### src/rtl/cmp_pkg.sv
// Relation encoding and helpers shared by the comparator family.
// Flag triples are ordered {big, equal, small}.
package cmp_pkg;

  typedef enum logic [1:0] {REL_EQ, REL_BIG, REL_SMALL} cmp_rel_e;

  typedef enum logic [1:0] {ST_IDLE, ST_SHIFT} cmp_st_e;

  // Big outranks small; all-zero and equal-only flags seed EQ.
  function automatic cmp_rel_e rel_from_flags(input logic [2:0] flags);
    cmp_rel_e r;
    casez (flags)
      3'b1??:  r = REL_BIG;
      3'b0?1:  r = REL_SMALL;
      default: r = REL_EQ;
    endcase
    return r;
  endfunction

  function automatic logic [2:0] rel_to_flags(input cmp_rel_e rel);
    logic [2:0] f;
    case (rel)
      REL_BIG:   f = 3'b100;
      REL_SMALL: f = 3'b001;
      default:   f = 3'b010;
    endcase
    return f;
  endfunction

  // A differing bit is more significant than anything seen so far, so it decides.
  function automatic cmp_rel_e rel_step(input cmp_rel_e rel, input logic a, input logic b);
    cmp_rel_e r;
    if (a && !b)      r = REL_BIG;
    else if (!a && b) r = REL_SMALL;
    else              r = rel;
    return r;
  endfunction

endpackage

### src/rtl/cmp_serial_lsb_if.sv
// Beat input, cascade flags and result handshake of the serial comparator.
interface cmp_serial_lsb_if;
  logic clr;
  logic in_valid;
  logic in_ready;
  logic in_a;
  logic in_b;
  logic fi_big;
  logic fi_equal;
  logic fi_small;
  logic res_valid;
  logic res_ready;
  logic fo_big;
  logic fo_equal;
  logic fo_small;

  modport master (
    output clr, in_valid, in_a, in_b, fi_big, fi_equal, fi_small, res_ready,
    input  in_ready, res_valid, fo_big, fo_equal, fo_small
  );

  modport slave (
    input  clr, in_valid, in_a, in_b, fi_big, fi_equal, fi_small, res_ready,
    output in_ready, res_valid, fo_big, fo_equal, fo_small
  );
endinterface

### src/rtl/cmp_serial_lsb.sv
// LSB-first bit-serial magnitude comparator with cascade seed and a one-entry
// registered result; a result is loaded on the edge accepting the last beat.
module cmp_serial_lsb
  import cmp_pkg::*;
#(
  parameter int WIDTH = 8
) (
  input  logic          clk,
  input  logic          rst_n,
  cmp_serial_lsb_if.slave bus
);

  localparam int CW = (WIDTH > 1) ? $clog2(WIDTH) : 1;
  localparam logic [CW-1:0] LAST = CW'(WIDTH - 1);

  cmp_st_e        st;
  cmp_rel_e       rel;
  logic [CW-1:0]  cnt;
  logic           alive;
  logic           res_valid_q;
  logic [2:0]     fo_q;

  logic           accept;
  logic           last;
  cmp_rel_e       base;
  cmp_rel_e       rel_nxt;

  // alive keeps in_ready low until the first edge after reset release.
  assign bus.in_ready = alive && !bus.clr && (!res_valid_q || bus.res_ready);
  assign accept       = bus.in_valid && bus.in_ready;
  assign last         = (cnt == LAST);

  always_comb begin
    base    = (st == ST_IDLE) ? rel_from_flags({bus.fi_big, bus.fi_equal, bus.fi_small}) : rel;
    rel_nxt = rel_step(base, bus.in_a, bus.in_b);
  end

  always_ff @(posedge clk or negedge rst_n) begin
    if (!rst_n) begin
      st          <= ST_IDLE;
      rel         <= REL_EQ;
      cnt         <= '0;
      alive       <= 1'b0;
      res_valid_q <= 1'b0;
      fo_q        <= 3'b000;
    end else begin
      alive <= 1'b1;
      if (res_valid_q && bus.res_ready)
        res_valid_q <= 1'b0;
      if (bus.clr) begin
        st  <= ST_IDLE;
        rel <= REL_EQ;
        cnt <= '0;
      end else if (accept) begin
        if (last) begin
          st          <= ST_IDLE;
          rel         <= REL_EQ;
          cnt         <= '0;
          res_valid_q <= 1'b1;
          fo_q        <= rel_to_flags(rel_nxt);
        end else begin
          st  <= ST_SHIFT;
          rel <= rel_nxt;
          cnt <= cnt + CW'(1);
        end
      end
    end
  end

  assign bus.res_valid = res_valid_q;
  assign bus.fo_big    = fo_q[2];
  assign bus.fo_equal  = fo_q[1];
  assign bus.fo_small  = fo_q[0];

endmodule

### src/flat_wrapper.sv
// flat-port wrapper written by rule: the top's interface ports become plain ports
module cmp_serial_lsb_flat import cmp_pkg::*;
#(
  parameter int WIDTH = 8
)
  (clk, rst_n, bus_clr, bus_in_valid, bus_in_a, bus_in_b, bus_fi_big, bus_fi_equal, bus_fi_small, bus_res_ready, bus_in_ready, bus_res_valid, bus_fo_big, bus_fo_equal, bus_fo_small);
  cmp_serial_lsb_if bus_i ();
  input  logic clk;
  input  logic rst_n;
  input wire logic [$bits(bus_i.clr)-1:0] bus_clr;
  input wire logic [$bits(bus_i.in_valid)-1:0] bus_in_valid;
  input wire logic [$bits(bus_i.in_a)-1:0] bus_in_a;
  input wire logic [$bits(bus_i.in_b)-1:0] bus_in_b;
  input wire logic [$bits(bus_i.fi_big)-1:0] bus_fi_big;
  input wire logic [$bits(bus_i.fi_equal)-1:0] bus_fi_equal;
  input wire logic [$bits(bus_i.fi_small)-1:0] bus_fi_small;
  input wire logic [$bits(bus_i.res_ready)-1:0] bus_res_ready;
  output wire logic [$bits(bus_i.in_ready)-1:0] bus_in_ready;
  output wire logic [$bits(bus_i.res_valid)-1:0] bus_res_valid;
  output wire logic [$bits(bus_i.fo_big)-1:0] bus_fo_big;
  output wire logic [$bits(bus_i.fo_equal)-1:0] bus_fo_equal;
  output wire logic [$bits(bus_i.fo_small)-1:0] bus_fo_small;
  assign bus_i.clr = bus_clr;
  assign bus_i.in_valid = bus_in_valid;
  assign bus_i.in_a = bus_in_a;
  assign bus_i.in_b = bus_in_b;
  assign bus_i.fi_big = bus_fi_big;
  assign bus_i.fi_equal = bus_fi_equal;
  assign bus_i.fi_small = bus_fi_small;
  assign bus_i.res_ready = bus_res_ready;
  assign bus_in_ready = bus_i.in_ready;
  assign bus_res_valid = bus_i.res_valid;
  assign bus_fo_big = bus_i.fo_big;
  assign bus_fo_equal = bus_i.fo_equal;
  assign bus_fo_small = bus_i.fo_small;
  cmp_serial_lsb #(.WIDTH(WIDTH)) u_core (.clk(clk), .rst_n(rst_n), .bus(bus_i));
endmodule
### config.mk
export PLATFORM = sky130hd
export DESIGN_NAME = cmp_serial_lsb_flat
export DESIGN_NICKNAME = d
export VERILOG_FILES = /design/src/rtl/cmp_pkg.sv /design/src/rtl/cmp_serial_lsb_if.sv /design/src/rtl/cmp_serial_lsb.sv /design/src/flat_wrapper.sv
export SDC_FILE = /design/constraint.sdc
export NUM_CORES = 1
export LEC_CHECK = 0
export ABC_AREA = 0
export CAP_MARGIN = 10
export CORE_AREA = 3 3 40 42
export CTS_CLUSTER_DIAMETER = 60
export CTS_CLUSTER_SIZE = 14
export DETAILED_ROUTE_END_ITERATION = 10
export DIE_AREA = 0 0 43 45
export GPL_TIMING_DRIVEN = 0
export HOLD_SLACK_MARGIN = 0.02
export PLACE_DENSITY = 0.74
export SLEW_MARGIN = 10
export SYNTH_ARGS = -nofsm -noshare
export SYNTH_HDL_FRONTEND = slang
export SYNTH_SLANG_ARGS = --single-unit
### constraint.sdc
create_clock -name clk -period 2.1 [get_ports clk]
set_clock_uncertainty 0.2 [all_clocks]
set_input_delay 0.42 -clock clk [delete_from_list [all_inputs] [get_ports clk]]
set_output_delay 0.42 -clock clk [all_outputs]
set_load 0.01 [all_outputs]
======== Yosys cells after proc, flatten, opt, wreduce, memory -nomap -nowiden ========
Index checks and enable logic that the tools add are counted.
word-level totals
  input port bits ......................... 10
  register bits ........................... 12
  word-level logic and storage cells ...... 44
  output and inout port bits .............. 5
cells by class
  $add $sub $neg .......................... 1
  muxes and demuxes ....................... 18
  bitwise logic cells ..................... 1
  reductions and logical operators ........ 14
  eq/ne operators ......................... 4
operators by type and width
  operator               number
  $mux W2                8
  $mux W3                3
  $logic_and A1 B1 Y1    6
  $pmux W3 S2            1
  $mux W1                5
  $eq A2 B1 Y1 const B   2
  $logic_not A1 Y1       4
  $pmux W2 S2            1
  $add A3 B1 Y3 const B  1
  $eq A3 B3 Y1 const B   1
  $reduce_and A3 Y1      1
  $eq A2 B2 Y1 const B   1
  $logic_not A2 Y1       1
  $reduce_bool A2 Y1     1
  $logic_or A1 B1 Y1     1
  $not A1 Y1             1

======== Longest topological paths before layout ========
Gate-level depths: netlist of the first run.
  word-level depth ........................ 8
  mapped depth ............................ 5
  mapped depth without buffers ............ 5

======== Worst setup path after synthesis of the first run ========
Ideal clock, no wire load.
  path type ............................... input to register
  start point ............................. input bus_fi_big
  end point ............................... register u_core.fo_q[1]
  setup slack ............................. 0.139 ns
  stages on the path ...................... 5
  data arrival time ....................... 1.636 ns
  cell sequence ........................... or3b_2 a31o_2 inv_1 ha_1 mux2_2
on the way
  word-level cells in the longest chain between the ends .. 7
  elaborated cells on any way between the ends .. 8
ends and longest elaborated chain
  item                                                 RTL line              text
  start: declaration                                   flat_wrapper.sv:14    input wire logic [$bits(bus_i.fi_big)-1:0] bus_fi_big;
  $eq A2 B1 Y1                                         cmp_pkg.sv:12         casez (flags)
  $pmux W2 S2 (*)                                      cmp_pkg.sv:12
  $mux W2 (*)                                          cmp_serial_lsb.sv:34  base = (st == ST_IDLE) ? rel_from_flags({bus.fi_big, bus.fi_equal, bus.fi_small}) : rel;
  $mux W2 (*)                                          cmp_pkg.sv:34         else if (!a && b) r = REL_SMALL;
  $mux W2 (*)                                          cmp_pkg.sv:33         if (a && !b) r = REL_BIG;
  $eq A2 B2 Y1 / $eq A2 B1 Y1 (equally long branches)  cmp_pkg.sv:22         case (rel)
  $pmux W3 S2 (*)                                      cmp_pkg.sv:22
  end signal: assignment                               cmp_serial_lsb.sv:60  fo_q <= rel_to_flags(rel_nxt);
  end: declaration                                     cmp_serial_lsb.sv:21  logic [2:0] fo_q;
Mark *: on every way between the ends. The rest lies on a longest branch, timed or not.
A chain may end at the register's enable or synchronous reset.

======== Final worst setup path of the first run ========
  start point ............................. input bus_res_ready
  end point ............................... output bus_in_ready
on the way
  word-level cells in the longest chain between the ends .. 2
ends and longest elaborated chain
  item                 RTL line              text
  start: declaration   flat_wrapper.sv:17    input wire logic [$bits(bus_i.res_ready)-1:0] bus_res_ready;
  $logic_or A1 B1 Y1   cmp_serial_lsb.sv:29  assign bus.in_ready = alive && !bus.clr && (!res_valid_q || bus.res_ready);
  $logic_and A1 B1 Y1  cmp_serial_lsb.sv:29
  end: declaration     flat_wrapper.sv:18    output wire logic [$bits(bus_i.in_ready)-1:0] bus_in_ready;
No other way between the ends.

==> parameters.txt, run 1 <==
Parameter                              Value

Finish
  Total inserted antenna cells ... 0
  Multi-input gate area in the final layout ... 314 um^2
  Layout Cell Area excl Fill ... 788 um^2
  Fill cell count ... 117
  FF+latch area ... 275 um^2
  Core occupancy in the finished layout ... 61.3%
  Final nets ... 88
  Finished Layout Cells ... 88
  Fraction of final layout cells with drive strength greater than 1 ... 16.4%
  Layout area overhead ... 32.6%

Synth
  Count of different cell masters after synthesis ... 21
  Post-synthesis instance area ... 594 um^2
  Ranking of synthesized cells by area ... sky130_fd_sc_hd__dfrtp_1 46%, sky130_fd_sc_hd__ha_1 8.4%, sky130_fd_sc_hd__mux2_2 5.7%
  Dominant combinational cell family by area after synthesis ... simple AND/OR/NAND/NOR gates
  Total nets after synthesis ... 70
  Portion of netlist area occupied by mux cells ... 7.37%
  Share of the synthesized area in the top cell type ... 46.3%
  Compound-cell area share of the yosys netlist ... 12.4%
  Yosys warns ... 0
  XOR/XNOR share of the synthesized area ... 0%
  Part of the Yosys area used for sequential elements ... 46.3%
  Cell type with the highest aggregate area in the netlist ... sky130_fd_sc_hd__dfrtp_1
  Synthesized flop and latch total ... 11
  Mean Syn Cell Area ... 10.6 um^2
  Adder-cell share of the synthesized area ... 10.1%
  Simple-gate portion of the synthesized area ... 18.7%
  Syn Inst Count ... 56

Global route
  Global-route wire length before repair ... 1900 um
  Congestion Overflow GR ... 0
  Largest net degree at the start of global routing ... 12
  Initial antenna violation count ... 0
  Gr usage total ... 13.2%
  Via count of the first global-routing pass ... 441

Place
  Gpl congestion ... 0.751
  Cell count after placement ... 84
  Cell Area, Placed ... 743 um^2
  IO buf count ... 13
  DP Wirelength ... 832 um

CTS
  Bufs on Longest Clock Path ... 2
  Sink Count ... 11
  CTS tree ... yes
  H-tree depth ... 1
  Cts bufs inserted ... 3
  Clock transition at the register clock pins on the worst setup and hold paths after CTS ... 80 ps
  Worst skew pair latency ... 270 ps
  CTS Root Buffer Type ... sky130_fd_sc_hd__clkbuf_4
  Number of buffers inserted for hold repair after clock tree synthesis ... 0

Timing
  Tmin final ... 2040 ps
  RSZ-0062 raised after global routing ... no
  Achievable clock frequency ... 491 MHz
  Setup violators final ... 0
  Hold violation count in the final report ... 0
  Hold slack final ... 273 ps
  Tcrit/Tclk final ... 96.9%
  Final number of max-transition violations ... 0

Floorplanning
  Starting density of the core ... 46.3%
  Die Footprint ... 1940 um^2
  Floorplan die width ... 43 um
  Row Count ... 13
  Die outline height ... 45 um
  Top-Level Pins ... 15
  Core Region ... 1280 um^2

Detailed routing
  Final routed wirelength across all metal layers ... 1120 um
  Via Count ... 460
  Via-per-instance ratio ... 5.23
  Initial detailed-routing violation count ... 11
  DR WL/cell ... 12.8 um
  Number of nets with antenna violations after detailed routing ... 0
  Remaining design rule violation count ... 0
  Drt first pass iters ... 2

Critical path
  Data required time of the critical path ... 1480 ps
  CP max FO ... 6
  Reg-to-reg slack, setup ... 220 ps
  Data arrival at the endpoint of the critical path ... 1420 ps
  Type of the setup path with the least slack ... input port to output pin
  Startpoint type of the worst setup path ... input port
  Type of destination of the critical path ... output pin

Power and ir drop
  Post-route total power ... 0.429 mW
  Max VDD drop ... 0.000409 V
  Pwr Density ... 544 nW/um^2
  Leak Pwr ... 0.384 nW

Min path
  HP Class ... input port to async pin

Outcome
  Run status ... finished, final reports clean

Job
  Maxcap violations ... 0
cell type report:
cell class	count	area share (%)
Multi-Input combinational cell	38	39.8
Sequential cell	11	34.9
Timing Repair Buffer	13	16.2
Clock buffer	4	3.33
Inverter	7	3.33
Tap cell	15	2.38
synthesized netlist by cell type:
library cell / n
sky130_fd_sc_hd__nand4_1: 4
sky130_fd_sc_hd__ha_1: 4
sky130_fd_sc_hd__or4_4: 1
sky130_fd_sc_hd__mux2_2: 3
sky130_fd_sc_hd__a31o_2: 1
sky130_fd_sc_hd__nand2b_1: 3
sky130_fd_sc_hd__nand2_1: 2
sky130_fd_sc_hd__a21oi_1: 3
sky130_fd_sc_hd__nor2_1: 2
sky130_fd_sc_hd__mux2i_1: 1
sky130_fd_sc_hd__nor3_1: 1
sky130_fd_sc_hd__and2b_2: 1
sky130_fd_sc_hd__maj3_1: 1
sky130_fd_sc_hd__inv_1: 7
sky130_fd_sc_hd__o211a_1: 1
sky130_fd_sc_hd__conb_1: 1
sky130_fd_sc_hd__dfrtp_1: 11
sky130_fd_sc_hd__o31ai_1: 3
sky130_fd_sc_hd__o32ai_1: 2
sky130_fd_sc_hd__or3b_2: 1
sky130_fd_sc_hd__nor2b_1: 3
worst paths after layout:
| path | end | cells after the start | start |
|---|---|---|---|
| setup / recovery | bus_in_ready | 4 | bus_res_ready |
| hold / removal | u_core.rel[0]$_DFFE_PN0P_ | 1 | rst_n |
| setup reg to reg | u_core.fo_q[1]$_DFFE_PN0P_ | 5 | u_core.st[0]$_DFFE_PN0P_ |
| hold reg to reg | u_core.fo_q[2]$_DFFE_PN0P_ | 1 | u_core.fo_q[2]$_DFFE_PN0P_ |
| max in group asynchronous | u_core.bus.res_valid$_DFF_PN0_ | 1 | rst_n |
| min in group clk | u_core.fo_q[2]$_DFFE_PN0P_ | 1 | u_core.fo_q[2]$_DFFE_PN0P_ |
registers in the layout, summed over array words and instances (netlist names):
signal,count
u_core.bus.res_valid,1
u_core.alive,1
u_core.fo_q,3
u_core.cnt,3
u_core.rel,2
u_core.st,1
layer usage:
layer | vias up | wire length, um | GRT usage, %
li1 | 234 | - | -
met1 | 216 | 554 | 18.5
met2 | 7 | 506 | 19.2
met3 | 3 | 45 | 3.98
met4 | 0 | 17 | 5.42
met5 | - | 0 | 0
critical path: stages:
cell and delay, ps:
sky130_fd_sc_hd__clkdlybuf4s50_1 460, sky130_fd_sc_hd__nor2b_4 200, sky130_fd_sc_hd__nor2_1 60, sky130_fd_sc_hd__dlygate4sd2_1 280
stage by stage:
step | setup slack (ps) | setup TNS, ps
2_1_floorplan | 139 | 0
3_3_place_gp | -423 | -1190
3_5_place_dp | -433 | -1270
4_1_cts | 62.8 | 0
5_1_grt | 9.10 | 0
6_report | 64.6 | 0
what timing repair did:
action,in CTS,in global routing
gates resized for setup,7,0
hold endpoints to repair,0,0
setup endpoints to repair,2,0
setup buffers,0,0
kinds of logic (layout without fill, tap and decap cells):
logic type                 Yosys count  in the layout
and+or+nand+nor                     18             18
DFF                                 11             11
AOI/OAI and AO/OA                   10             10
buffers and inverters                7             24
adders and majority gates            5              5
muxes                                4              4
other                                1              1
report_power, final:
part,switching [mW],internal (mW),total [mW]
combinational,0.0271,0.0310,0.0581
clock,0.0760,0.0736,0.150
sequential,0.00399,0.217,0.221
total,0.107,0.321,0.429
cell usage in the layout, fill, tap and decap left out:
cell type / count
sky130_fd_sc_hd__nor2b_1: 2
sky130_fd_sc_hd__a21oi_1: 3
sky130_fd_sc_hd__nand4_1: 4
sky130_fd_sc_hd__maj3_1: 1
sky130_fd_sc_hd__ha_1: 4
sky130_fd_sc_hd__or3b_4: 1
sky130_fd_sc_hd__inv_1: 7
sky130_fd_sc_hd__or4_4: 1
sky130_fd_sc_hd__dlygate4sd2_1: 2
sky130_fd_sc_hd__mux2_2: 3
sky130_fd_sc_hd__nand2b_2: 1
sky130_fd_sc_hd__nor2_1: 2
sky130_fd_sc_hd__o211a_1: 1
sky130_fd_sc_hd__clkdlybuf4s50_1: 11
sky130_fd_sc_hd__conb_1: 1
sky130_fd_sc_hd__and2b_2: 1
sky130_fd_sc_hd__mux2i_1: 1
sky130_fd_sc_hd__o32ai_1: 2
sky130_fd_sc_hd__clkbuf_1: 1
sky130_fd_sc_hd__nor3_1: 1
sky130_fd_sc_hd__nand2_1: 2
sky130_fd_sc_hd__nor2b_4: 1
sky130_fd_sc_hd__clkbuf_4: 3
sky130_fd_sc_hd__a31o_4: 1
sky130_fd_sc_hd__o31ai_1: 3
sky130_fd_sc_hd__nand2b_1: 2
sky130_fd_sc_hd__dfrtp_1: 11
(Power assumes the default switching activity.)
==> run 2: changes to the inputs <==
REMOVE_ABC_BUFFERS = 1   (was not set)
==> results of run 2 <==
Same layout as run 1: the final DEF is identical, and so are final timing and power.
==> run 3: changes to the inputs <==
CORE_AREA = 2 2 39 41   (was 3 3 40 42)
DIE_AREA = 0 0 41 43   (was 0 0 43 45)
==> run 3 against run 2 <==
Against the previous run:
- first-iteration DRC count down 64%
- via count down 1.1%
- cell count up 1.1%
- critical path type unchanged
- largest cell class unchanged
- highest routed layer unchanged
==> parameters.txt, run 3 (synthesis gave the netlist of run 1 again) <==
Parameter                              Value

Global route
  Global-route wire length before repair ... 1950 um (was 1900 um)
  Congestion Overflow GR ... 0 (unchanged)
  Largest net degree at the start of global routing ... 12 (unchanged)
  Gr usage total ... 17.4% (was 13.2%)
  Initial antenna violation count ... 0 (unchanged)
  Via count of the first global-routing pass ... 458 (was 441)

Critical path
  Data required time of the critical path ... 1480 ps (about the same)
  Cells along the critical path ... clkdlybuf4s50_1, nor2b_4, nor2_1, dlygate4sd2_1 (unchanged)
  Count of buffer and inverter cells on the critical path ... 2 (unchanged)
  CP top delay family ... buffers and inverters (unchanged)
  Type of the setup path with the least slack ... input port to output pin (unchanged)
  Type of destination of the critical path ... output pin (unchanged)
  Startpoint type of the worst setup path ... input port (unchanged)
  Data arrival at the endpoint of the critical path ... 1400 ps (was 1420 ps)
  Crit-path slowest cell ... sky130_fd_sc_hd__clkdlybuf4s50_1 (unchanged)
  Critical Path Max Stage Delay ... 460 ps (about the same)
  CP max FO ... 6 (unchanged)

Min path
  HP Class ... input port to async pin (unchanged)

Floorplanning
  Floorplan die width ... 41 um (was 43 um)
  Top-Level Pins ... 15 (unchanged)
  Die outline height ... 43 um (was 45 um)
  Starting density of the core ... 42.9% (was 46.3%)
  Row Count ... 14 (was 13)
  Core Region ... 1380 um^2 (was 1280 um^2)
  Die Footprint ... 1760 um^2 (was 1940 um^2)

Timing
  Setup violators final ... 0 (unchanged)
  RSZ-0062 raised after global routing ... no (unchanged)
  Hold slack final ... 268 ps (was 273 ps)
  Final setup margin ... 75.6 ps (was 64.6 ps)
  Hold violation count in the final report ... 0 (unchanged)
  Tmin final ... 2020 ps (was 2040 ps)
  Tcrit/Tclk final ... 96.4% (was 96.9%)
  Final number of max-transition violations ... 0 (unchanged)
  Achievable clock frequency ... 494 MHz (was 491 MHz)

Place
  IO buf count ... 13 (unchanged)
  Setup slack at placement ... -428 ps (was -433 ps)
  Gpl congestion ... 0.706 (was 0.751)
  DP Wirelength ... 854 um (was 832 um)

Detailed routing
  Remaining design rule violation count ... 0 (unchanged)
  Initial detailed-routing violation count ... 4 (was 11)
  Drt first pass iters ... 3 (was 2)
  Final routed wirelength across all metal layers ... 1130 um (was 1120 um)
  Via-per-instance ratio ... 5.11 (was 5.23)
  Via Count ... 455 (was 460)
  DR WL/cell ... 12.7 um (was 12.8 um)
  Number of nets with antenna violations after detailed routing ... 0 (unchanged)

Power and ir drop
  Post-route total power ... 0.426 mW (was 0.429 mW)
  Leak Pwr ... 0.386 nW (was 0.384 nW)
  Pwr Density ... 539 nW/um^2 (was 544 nW/um^2)
  Max VDD drop ... 0.000409 V (about the same)

Finish
  Top flop regs ... u_core.cnt (3), u_core.fo_q (3), u_core.rel (2) (unchanged)
  Fill cell count ... 119 (was 117)
  Final nets ... 88 (unchanged)
  Layout area overhead ... 33.1% (was 32.6%)
  Top library cells by usage in the layout, fill and taps aside ... 11 x sky130_fd_sc_hd__clkdlybuf4s50_1, 11 x sky130_fd_sc_hd__dfrtp_1, 7 x sky130_fd_sc_hd__inv_1 (unchanged)
  Total inserted antenna cells ... 0 (unchanged)
  FF+latch area ... 275 um^2 (unchanged)
  Fraction of final layout cells with drive strength greater than 1 ... 17.8% (was 16.4%)
  Multi-input gate area in the final layout ... 314 um^2 (unchanged)

Outcome
  Run status ... finished, final reports clean (unchanged)

CTS
  Setup Buffers After CTS ... 0 (unchanged)
  Worst skew pair latency ... 280 ps (was 270 ps)
  CTS tree ... yes (unchanged)
  Cts bufs inserted ... 3 (unchanged)
  Sink Count ... 11 (unchanged)
  CTS Root Buffer Type ... sky130_fd_sc_hd__clkbuf_4 (unchanged)
  Bufs on Longest Clock Path ... 2 (unchanged)
  H-tree depth ... 1 (unchanged)
  Number of buffers inserted for hold repair after clock tree synthesis ... 0 (unchanged)
  Clock transition at the register clock pins on the worst setup and hold paths after CTS ... 70 ps (was 80 ps)

Job
  Maxcap violations ... 0 (unchanged)
## run 3: cell types whose count changed in the layout (fill, tap and decap cells not counted)
| cell | change |
|---|---|
| sky130_fd_sc_hd__clkbuf_1 | -1 |
| sky130_fd_sc_hd__clkinv_2 | +1 |
## run 3: worst paths after layout
kind,slack [ps],to,start,cells after the start
worst max-delay path,80,bus_in_ready,bus_res_ready,4
worst min register to register,310,u_core.fo_q[2]$_DFFE_PN0P_,u_core.fo_q[2]$_DFFE_PN0P_,1
max in group asynchronous,1100,u_core.rel[1]$_DFFE_PN0P_,rst_n,1
min in group clk,310,u_core.fo_q[2]$_DFFE_PN0P_,u_core.fo_q[2]$_DFFE_PN0P_,1
worst max register to register,230,u_core.fo_q[1]$_DFFE_PN0P_,u_core.st[0]$_DFFE_PN0P_,5
worst min-delay path,270,u_core.st[0]$_DFFE_PN0P_,rst_n,1
## run 3: repair_timing
action | in CTS | in global routing
endpoints found under the setup margin | 2 | 0
endpoints found under the hold margin | 0 | 0
resized for setup | 7 | 0
## run 3: metrics by stage
| stage | util (%) | TNS [ps] | instances | cell area, um^2 |
|---|---|---|---|---|
| floorplan | - | 0 | 56 | 594 |
| global placement | 53.8 | -1200 | 85 | 744 |
| detailed placement | 53.8 | -1230 | 85 | 744 |
| CTS | 57.1 | 0 | 89 | 791 |
| global route | 57.1 | 0 | 89 | 791 |
| finish | 57.1 | 0 | 89 | 791 |
## run 3: cell type report
| cell class | instances | area share [%] |
|---|---|---|
| Timing Repair Buffer | 13 | 16.1 |
| Multi-Input combinational cell | 38 | 39.7 |
| Inverter | 7 | 3.32 |
| Sequential cell | 11 | 34.8 |
| Tap cell | 16 | 2.53 |
| Clock buffer | 3 | 2.85 |
| Clock inverter | 1 | 0.633 |
## run 3: layer usage
layer | global-route usage (%) | wire length [um]
met1 | 21.1 | 521
met2 | 24.4 | 543
met3 | 9.42 | 56
met4 | 8.00 | 12
met5 | 0 | 0
## run 3: where the power goes
part | internal [mW] | switching [mW] | total, mW
Clock | 0.0707 | 0.0763 | 0.147
Sequential | 0.217 | 0.00388 | 0.221
Combinational | 0.0312 | 0.0273 | 0.0584
==> RTL change 1: new RTL, settings of run 1 <==
`WIDTH` is set to 8 in 2 places; all go to 16.
--- a/src/rtl/cmp_serial_lsb.sv
+++ b/src/rtl/cmp_serial_lsb.sv
@@ -3,7 +3,7 @@
 module cmp_serial_lsb
   import cmp_pkg::*;
 #(
-  parameter int WIDTH = 8
+  parameter int WIDTH = 16
 ) (
   input  logic          clk,
   input  logic          rst_n,
--- a/src/flat_wrapper.sv
+++ b/src/flat_wrapper.sv
@@ -1,7 +1,7 @@
 // flat-port wrapper written by rule: the top's interface ports become plain ports
 module cmp_serial_lsb_flat import cmp_pkg::*;
 #(
-  parameter int WIDTH = 8
+  parameter int WIDTH = 16
 )
   (clk, rst_n, bus_clr, bus_in_valid, bus_in_a, bus_in_b, bus_fi_big, bus_fi_equal, bus_fi_small, bus_res_ready, bus_in_ready, bus_res_valid, bus_fo_big, bus_fo_equal, bus_fo_small);
   cmp_serial_lsb_if bus_i ();
Function: changed (a bounded check fails within 10 cycles, from zero or initial values and one cycle with rst_n low).
==> RTL change 1 against run 1 <==
  * First-iteration DRC count is 100% lower
  * Total power is 1.8% higher
  * Synthesized cell count is 5.4% higher
  * Wire length is 2.4% higher
  * Design area is 4.3% higher
  * Synthesized area is 7.8% higher
  * Sequential cell count is 1 higher
  * Die area stayed put
  * Worst setup slack worse by 0.0070 ns
==> RTL change 1: results (changes against run 1) <==
[pwr]
pg_clk_mw = 0.133  ; was 0.150 mW
intPower_mw = 0.335  ; was 0.321 mW
pg_comb_mw = 0.0598  ; was 0.0581 mW
p_leak_nw = 0.409  ; was 0.384 nW
peakVddDrop_v = 0.000367  ; was 0.000409 V

[logic_synthesis]
synth.distinct_cells = 25  ; was 21
muxShareOfSynthArea_pct = 8.59  ; was 7.37%
synthAdderAreaFrac_pct = 7.62  ; was 10.1%
syn_inst = 59  ; was 56
syn_nets = 72  ; was 70
synth_area_leaders = dfrtp_1 47%, mux2_4 7.0%, ha_1 5.9%  ; was dfrtp_1 46%, ha_1 8.4%, mux2_2 5.7%
netlist_area_um2 = 641  ; was 594 um^2
synth-compound-area-share_pct = 10.7  ; was 12.4%
synth_seq_area_share_pct = 46.9  ; was 46.3%

[layout]
drive_gt1_share_pct = 20.0  ; was 16.4%
buf_share_pct = 17.4  ; was 16.2%
sh_seq_area_pct = 36.5  ; was 34.9%
clock_area_share_pct = 2.74  ; was 3.33%
nMultiInputCombCells = 38  ; unchanged
nClkBuffers = 3  ; was 4
instances_no_fill = 90  ; was 88
buffers = 14  ; was 13
fill_cells = 115  ; was 117

[setup_path]
path_delay_family = buffers and inverters  ; unchanged
cp_max_fo = 3  ; was 6
reg2reg_slack_ns = 0.20  ; was 0.22 ns

[global_routing]
use_met2_pct = 22.5  ; was 19.2%
grt_pass1_wl_um = 2000  ; was 1900 um
met1_usage_pct = 18.4  ; was 18.5%
first_global_vias = 449  ; was 441
gr-usage-met3_pct = 2.39  ; was 3.98%
grt_max_degree = 13  ; was 12
gr-usage-all-layers_pct = 13.8  ; was 13.2%

[drt]
wl_um = 1150  ; was 1120 um
drt_iter0_drc = 0  ; was 11
drtPass1Iterations = 1  ; was 2
via_per_inst = 5.10  ; was 5.23
met2_length_um = 561  ; was 506 um
wl_met1_um = 529  ; was 554 um
wl_met3_um = 48  ; was 45 um

[clocking]
cts_resized = 3  ; was 7
clkSinkCount = 12  ; was 11

[timing]
period_needed_ns = 2.04  ; about the same
holdWs_ns = 0.305  ; was 0.273 ns

[placed_design]
dpl_cell_area_um2 = 790  ; was 743 um^2
placedCellCount = 87  ; was 84
gp_congestion = 0.729  ; was 0.751
pre_cts_ws_ns = -0.282  ; was -0.433 ns

[run_status]
outcome = complete, no violations  ; unchanged

==> RTL change 1: changes by cell type after synthesis, sizes merged, moves of 2 or more <==
cell,run 1,this run
o31ai,3,1
nand3,0,2
nor2b,3,0
nand4,4,1
nand2b,3,1
o21ai,0,2
nand2,2,8
==> RTL change 1: final timing paths <==
path / startpoint / depth (start not counted) / endpoint
setup / recovery: bus_res_ready / 4 / bus_in_ready
hold / removal: rst_n / 1 / u_core.cnt[1]$_DFFE_PN0P_
setup reg to reg: u_core.st[0]$_DFFE_PN0P_ / 5 / u_core.fo_q[1]$_DFFE_PN0P_
hold reg to reg: u_core.fo_q[1]$_DFFE_PN0P_ / 1 / u_core.fo_q[1]$_DFFE_PN0P_
max in group asynchronous: rst_n / 1 / u_core.cnt[3]$_DFFE_PN0P_
min in group clk: u_core.fo_q[1]$_DFFE_PN0P_ / 1 / u_core.fo_q[1]$_DFFE_PN0P_
==> RTL change 2: new RTL, settings of run 1 <==
Made on the original files. Encoding of `cmp_rel_e`: now one-hot (3 bits for 3 values).
--- a/src/rtl/cmp_pkg.sv
+++ b/src/rtl/cmp_pkg.sv
@@ -2,7 +2,7 @@
 // Flag triples are ordered {big, equal, small}.
 package cmp_pkg;
 
-  typedef enum logic [1:0] {REL_EQ, REL_BIG, REL_SMALL} cmp_rel_e;
+  typedef enum logic [2:0] {REL_EQ = 3'b001, REL_BIG = 3'b010, REL_SMALL = 3'b100} cmp_rel_e;
 
   typedef enum logic [1:0] {ST_IDLE, ST_SHIFT} cmp_st_e;
 
Function: no difference found for any inputs over 10 cycles, from zero or initial values and one cycle with rst_n low; not proved beyond that.
==> RTL change 2 against run 1 <==
  * Wire length increased by 26%
  * Worst hold slack improved by 0.0036 ns
  * Count of clock-buffer cells in the layout did not move
  * Design area grew 11%
  * Synthesized area rose by 16%
  * Critical path type unchanged
  * Sequential cell count grew 1
  * Worst setup slack improved by 0.025 ns
  * Largest power group unchanged
  * Critical endpoint unchanged
  * Synthesized cell count rose by 13%
  * Total power grew 13%
  * Global-route usage up 4.7 points
==> RTL change 2: results (changes against run 1) <==
[run_status]
outcome = complete, no violations  ; unchanged

[layout]
fill_cells = 98  ; was 117
instances_no_fill = 96  ; was 88
fin_nets = 94  ; was 88
drive_gt1_share_pct = 22.2  ; was 16.4%
top_regs = u_core.cnt x3, u_core.fo_q x3, u_core.rel x3  ; was u_core.cnt x3, u_core.fo_q x3, u_core.rel x2

[drt]
vias = 550  ; was 460
post_drt_wl_per_cell_um = 14.7  ; was 12.8 um
drt_iter0_drc = 13  ; was 11
drtPass1Iterations = 4  ; was 2

[placed_design]
pre_cts_ws_ns = -0.384  ; was -0.433 ns
gp_congestion = 0.698  ; was 0.751
placedCellCount = 91  ; was 84
place_hpwl_um = 1050  ; was 832 um

[logic_synthesis]
synth.distinct_cells = 34  ; was 21
syn_nets = 75  ; was 70
synth_area_leaders = dfrtp_1 40%, o41ai_2 4.7%, nand2_1 4.3%  ; was dfrtp_1 46%, ha_1 8.4%, mux2_2 5.7%
synth_seq_area_share_pct = 43.7  ; was 46.3%
synth-compound-area-share_pct = 21.6  ; was 12.4%
netlist_top_cells_count = 11 x dfrtp_1, 8 x nand2_1, 4 x inv_1  ; was 11 x dfrtp_1, 7 x inv_1, 4 x ha_1, 4 x nand4_1
muxShareOfSynthArea_pct = 1.45  ; was 7.37%
synthAdderAreaFrac_pct = 5.25  ; was 10.1%
synth-xor-area-share_pct = 2.54  ; was 0%
synth.avg_cell_area_um2 = 11.0  ; was 10.6 um^2

[pwr]
p_leak_nw = 0.408  ; was 0.384 nW
switchingPower_mw = 0.127  ; was 0.107 mW
peakVddDrop_v = 0.000361  ; was 0.000409 V

[global_routing]
grt_pass1_wl_um = 2390  ; was 1900 um
met1_usage_pct = 21.8  ; was 18.5%
grt_max_degree = 13  ; was 12
use_met2_pct = 27.5  ; was 19.2%
gr-usage-all-layers_pct = 18.0  ; was 13.2%

[setup_path]
cp_max_fo = 5  ; was 6
reg2reg_depth = 4  ; was 5
cp.arrival_ns = 1.39  ; was 1.42 ns

[clocking]
clock_tree.htree_level_count = 1  ; unchanged
clk_pin_slew_ns = 0.07

-- RTL change 2: cell count changes in the layout (fill, tap and decap cells not counted), sizes merged, moves of 2 or more --
cell,change
buf,+2
o41ai,+2
mux2,-3
nand2,+6
o21ai,+4
a21o,+2
nor2,-2
nand3b,+3
inv,-3
o31ai,-2
nor2b,-2
nand4,-3
ha,-2
-- RTL change 2: worst paths after layout --
| check | startpoint | to | slack (ns) |
|---|---|---|---|
| max in group asynchronous | rst_n | u_core.rel[0]$_DFFE_PN1P_ | 1.05 |
| min in group clk | u_core.fo_q[1]$_DFFE_PN0P_ | u_core.fo_q[1]$_DFFE_PN0P_ | 0.29 |
| min | rst_n | u_core.cnt[2]$_DFFE_PN0P_ | 0.28 |
| max | bus_res_ready | bus_in_ready | 0.09 |
| max reg2reg | u_core.cnt[0]$_DFFE_PN0P_ | u_core.fo_q[2]$_DFFE_PN0P_ | 0.40 |
| min reg2reg | u_core.fo_q[1]$_DFFE_PN0P_ | u_core.fo_q[1]$_DFFE_PN0P_ | 0.29 |
-- RTL change 2: final cells by class --
cell class	count	share of cell area [%]
multi-input cells	45	41.6
flip-flops and latches	12	34.3
repair buffers	14	15.4
clock buffers	4	2.99
well taps	15	2.14
plain buffers	2	1.85
inverters	4	1.71
-- RTL change 2: cell families (layout without fill, tap and decap cells) --
group,count (synthesis),after routing
buffers and inverters,6,24
XOR/XNOR,2,2
other,1,1
multiplexers,1,1
AO/OA/AOI/OAI,17,17
AND/OR/NAND/NOR,21,21
adder cells (fa/ha/maj),3,3
flip-flops,12,12
-- RTL change 2: stage by stage --
stage,util (%),area (um^2)
after floorplan,-,691
after global placement,65.3,840
after detailed placement,65.3,840
after global routing,68.4,878
after CTS,68.4,878
final,68.4,878
-- RTL change 2: worst max-delay path, stage by stage --
cell and delay (ns):
clkdlybuf4s50_1 0.45, nand2b_4 0.13, and2_1 0.12, dlygate4sd2_1 0.26
-- RTL change 2: power groups by stage --
| stage | logic, mW | registers [mW] | clock network [mW] |
|---|---|---|---|
| global placement | 0.0827 | 0.251 | 0 |
| finish | 0.0864 | 0.247 | 0.151 |
| global route | 0.0941 | 0.248 | 0.167 |
| floorplan | 0.0503 | 0.250 | 0 |
| CTS | 0.0864 | 0.247 | 0.156 |
| detailed placement | 0.0851 | 0.252 | 0 |
-- RTL change 2: routing by layer --
layer  wire (um)  vias to the layer above  part of all wire (%)
met1         622                      262                    44
met4          51                        0                   3.6
met2         675                       15                    48
met3          66                        6                   4.7
met5           0                        -                     0
li1            -                      267                     -
-- RTL change 2: repair_timing --
action,CTS,global route
endpoints found under the hold margin,0,0
buffers inserted,1,0
setup endpoints to repair,1,0
resized for setup,3,0
